`src/rtl/grf_write_arbiter.sv`:
```
// GRF write-port arbiter: pipeline writeback has priority over a one-entry buffer of
// multi-cycle unit results; a starved buffered result requests a writeback bubble.
module grf_write_arbiter #(
    parameter int unsigned STARVE_LIMIT = 4
) (
    input  logic        clk,
    input  logic        reset,
    input  logic        wb_we,
    input  logic [4:0]  wb_addr,
    input  logic [31:0] wb_data,
    input  logic [31:0] wb_pc4,
    input  logic        aux_valid,
    output logic        aux_ready,
    input  logic [4:0]  aux_addr,
    input  logic [31:0] aux_data,
    input  logic [31:0] aux_pc4,
    output logic        RegWrite,
    output logic [4:0]  rtd,
    output logic [31:0] busW,
    output logic [31:0] PC4,
    output logic        pend_valid,
    output logic [4:0]  pend_addr,
    output logic        wb_stall
);
    localparam logic [7:0] LIMIT = 8'(STARVE_LIMIT);

    logic        pend_valid_reg, pend_valid_next;
    logic [4:0]  pend_addr_reg;
    logic [31:0] pend_data_reg, pend_pc4_reg;
    logic [7:0]  wait_cnt_reg, wait_cnt_next;
    logic        wb_stall_reg, wb_stall_next;
    logic        regwrite_reg;
    logic [4:0]  rtd_reg;
    logic [31:0] busw_reg, pc4_reg;

    logic issue_wb, issue_buf, accept, kill, still_waiting;

    assign issue_wb      = wb_we && (wb_addr != 5'd0);
    assign issue_buf     = !issue_wb && pend_valid_reg;
    assign accept        = aux_valid && !pend_valid_reg;
    // A younger pipeline write to the same register makes the buffered value dead.
    assign kill          = issue_wb && pend_valid_reg && (wb_addr == pend_addr_reg);
    assign still_waiting = pend_valid_reg && !issue_buf && !kill;

    always_comb begin
        pend_valid_next = pend_valid_reg;
        wait_cnt_next   = wait_cnt_reg;
        wb_stall_next   = 1'b0;
        if (accept) begin
            pend_valid_next = (aux_addr != 5'd0);
            wait_cnt_next   = 8'd0;
        end else if (still_waiting) begin
            wait_cnt_next   = (wait_cnt_reg == 8'hFF) ? wait_cnt_reg : wait_cnt_reg + 8'd1;
            wb_stall_next   = (wait_cnt_reg >= LIMIT);
        end else begin
            pend_valid_next = 1'b0;
        end
    end

    always_ff @(posedge clk) begin
        if (reset) begin
            pend_valid_reg <= 1'b0;
            pend_addr_reg  <= 5'd0;
            pend_data_reg  <= 32'd0;
            pend_pc4_reg   <= 32'd0;
            wait_cnt_reg   <= 8'd0;
            wb_stall_reg   <= 1'b0;
            regwrite_reg   <= 1'b0;
            rtd_reg        <= 5'd0;
            busw_reg       <= 32'd0;
            pc4_reg        <= 32'd0;
        end else begin
            pend_valid_reg <= pend_valid_next;
            wait_cnt_reg   <= wait_cnt_next;
            wb_stall_reg   <= wb_stall_next;
            // $0 results are consumed without touching the buffer contents.
            if (accept && (aux_addr != 5'd0)) begin
                pend_addr_reg <= aux_addr;
                pend_data_reg <= aux_data;
                pend_pc4_reg  <= aux_pc4;
            end
            regwrite_reg <= issue_wb || issue_buf;
            if (issue_wb) begin
                rtd_reg  <= wb_addr;
                busw_reg <= wb_data;
                pc4_reg  <= wb_pc4;
            end else if (issue_buf) begin
                rtd_reg  <= pend_addr_reg;
                busw_reg <= pend_data_reg;
                pc4_reg  <= pend_pc4_reg;
            end
        end
    end

    assign aux_ready  = !pend_valid_reg;
    assign pend_valid = pend_valid_reg;
    assign pend_addr  = pend_addr_reg;
    assign wb_stall   = wb_stall_reg;
    assign RegWrite   = regwrite_reg;
    assign rtd        = rtd_reg;
    assign busW       = busw_reg;
    assign PC4        = pc4_reg;
endmodule

```
`config.mk`:
```
export PLATFORM = sky130hd
export DESIGN_NAME = grf_write_arbiter
export DESIGN_NICKNAME = d
export VERILOG_FILES = /design/src/rtl/grf_write_arbiter.sv
export SDC_FILE = /design/constraint.sdc
export NUM_CORES = 1
export LEC_CHECK = 0
export CORE_ASPECT_RATIO = 1.4
export CORE_MARGIN = 3
export CORE_UTILIZATION = 40
export DETAILED_ROUTE_END_ITERATION = 7
export HOLD_SLACK_MARGIN = 0.05
export PLACE_DENSITY = 0.81
export SLEW_MARGIN = 10
export SYNTH_ARGS = -nofsm -noshare
export SYNTH_HDL_FRONTEND = slang
export SYNTH_SLANG_ARGS = --single-unit
```
`constraint.sdc`:
```
create_clock -name clk -period 2.58 [get_ports clk]
set_input_delay 0.645 -clock clk [delete_from_list [all_inputs] [get_ports clk]]
set_output_delay 0.645 -clock clk [all_outputs]
set_load 0.02 [all_outputs]
```
==> impl_metrics.toml <==
[power]
p_int_mw = 4.60
power_density_nw_per_um2 = 675
p_leak_nw = 3.35
switching_share_pct = 25.5
clkPwrFrac_pct = 41.8
power.switching_mw = 1.58
power_frac_seq_pct = 41.3
ir_worst_vdd_mv = 0.346
comb_power_share_pct = 16.9

[final_layout]
antenna_cells = 0
nets = 1028
post-route-util_pct = 62.4
drive_above_1_share_pct = 8.03
area_growth_pct = 51.1

[timing]
period_minus_slack_ns = 2.32
rsz0062_at_grt = "false"
maxSlewHeadroom_pct = 53.4
hold_viol = 0
whs_ns = 0.454
tightest_slew_ns = 0.699
min_period_over_period_pct = 89.7
setup_viol = 0
setup-tns-final_ns = 0
slew_viol_final = 0
final.setup_skew_ns = 0.00579
max_freq_mhz = 432

[yosys]
synth_top_area_share_pct = 49.3
synth_warnings = 0
synth_cells = 681
synth_top_cells_by_count = "dfxtp_1, nand2_1, a21oi_1"
syn_nets = 825
async_flop_share_pct = 0
synth_area_leaders = "dfxtp_1, mux2i_1, nand2_1, a211oi_1, a21oi_1"
syn_area_um2 = 6050
yosys.area.top_type = "dfxtp_1"
seq_area_frac_synth_pct = 49.3
ys_types = 38
synth_flop_cell = "dfxtp_1"
avgSynthCellArea_um2 = 8.88
synth-seq-cells = 149
synth_most_common_cell = "dfxtp_1"
synth_edf_count = 0

[critical_path]
crit_family = "buffers and inverters"
worstSetupPathType = "reg2out"
start_kind = "flip-flop"
cp_max_fo = 21
critPathArrivalTime_ns = 1.67
slowest_delay_ns = 0.68
endpoint_kind = "output pin"
cp_slowest_cell = "clkdlybuf4s50_1"
crit_chain = "clkdlybuf4s50_1"
cp.required_ns = 1.93
path_buf_inv = 1

[cts]
root_buffer = "clkbuf_16"
cts_tree = "done"
clk_latency_ns = 0.41
postCtsResizedCells = 0
clock_path_buffers = 2
clkSinkCount = 149
cts_setup_buffers = 0
clkTransAtPathRegs_ns = 0.06
cts-htree-levels = 4
cts_hold_buf = 0
numCtsBuffers = 17

[place]
gp_congestion = 0.818
io_buffer_count = 219
hpwl_um = 11600

[grt]
grt_usage_pct = 20.1
grt_max_degree = 102
grt_pass1_vias = 5323
grt_pass1_wl_um = 26400
grt_overflow_total = 0
antenna_found_initial = 0

[floorplan]
num_rows = 52
die-area_um2 = 16700
start_util_pct = 41.3
top_level_ports = 220
die_y_um = 152
dieWidth_um = 110
coreArea_um2 = 14600

[drt]
drt-total-wl_um = 17000
ant_nets = 0
dr.pass1.iters = 6
vias = 5494
wire_per_inst_um = 15.7
viasPerCell = 5.06
drc_errors = 0
initialDrtViolationCount = 270

[worst_hold_path]
hp-class = "reg2reg"

[status]
status = "finished, final reports clean"

[run]
cap_violations = 0
[routing by layer]
layer  part of all wire [%]  wire, um  GRT usage [%]  up-vias
met1                     40      6830           22.9     2529
met4                    2.3       390           7.05        0
li1                       -         -              -     2774
met5                      0         0              0        -
met3                    5.1       866           4.96       25
met2                     53      8950           36.0      166
[layout by cell type, fill, tap and decap left out, drive strengths merged, types with 2 or more instances in the layout]
master         count
a211oi            69
a21oi             76
a22oi              2
a311oi             2
a31o               2
and3               2
buf               21
bufinv             3
clkbuf            19
clkdlybuf4s50    218
clkinv             3
clkinvlp           3
dfxtp            149
ha                 2
inv                8
mux2i             69
nand2            137
nand3              7
nor2              75
nor2b              2
nor3               3
o21ai              4
o31ai              2
or4                5
xnor2              2
xor2               3
[power groups by stage]
| stage | combinational, mW | sequential (mW) | clock (mW) |
|---|---|---|---|
| floorplan | 0.416 | 2.68 | 0 |
| global placement | 1.04 | 2.59 | 0 |
| detailed placement | 1.05 | 2.60 | 0 |
| CTS | 1.05 | 2.55 | 2.63 |
| global route | 1.13 | 2.57 | 2.72 |
| finish | 1.04 | 2.55 | 2.58 |
[cell families (layout without fill, tap and decap cells)]
group                      after synthesis  after routing  synth area share [%]
buffers and inverters                   59            275                  4.72
xor gates and xnor gates                 5              5                 0.724
adders and majority gates                2              2                 0.414
AOI/OAI and AO/OA                      162            162                  17.9
muxes                                   69             69                  11.4
DFF                                    149            149                  49.3
and+or+nand+nor                        235            235                  15.5
[worst register-to-register path: stages, from the launching register on]
cell and delay [ns]:
dfxtp_4 0.58, o211ai_2 0.19, a31o_2 0.32, or4_1 0.51, a21oi_1 0.15
[final cells by class]
cell class,count,area (um2)
clock inverters,13,170
repair buffers,239,2480
multi-input cells,473,2800
fillers,1231,5500
well taps,189,236
clock buffers,19,453
flip-flops and latches,149,2990
inverters,4,15.0
[per-stage QoR]
step	cells	power [mW]	instance area, um2	setup WS [ns]
after floorplan	681	3.10	6050	0.591
after global placement	1054	3.63	8520	0.0557
after detailed placement	1054	3.64	8520	0.0197
after CTS	1086	6.23	9140	0.237
after global routing	1086	6.41	9140	0.207
final	1086	6.17	9140	0.265
[final timing paths]
check / start / to / slack [ns] / cells after the start
max reg2reg: pend_valid / wait_cnt_reg[4] / 0.77 / 4
min: pend_data_reg[2] / pend_data_reg[2] / 0.45 / 2
max: pend_valid / pend_valid / 0.26 / 1
min reg2reg: pend_data_reg[2] / pend_data_reg[2] / 0.45 / 2
No activity file was read; power rests on OpenSTA's default activity.
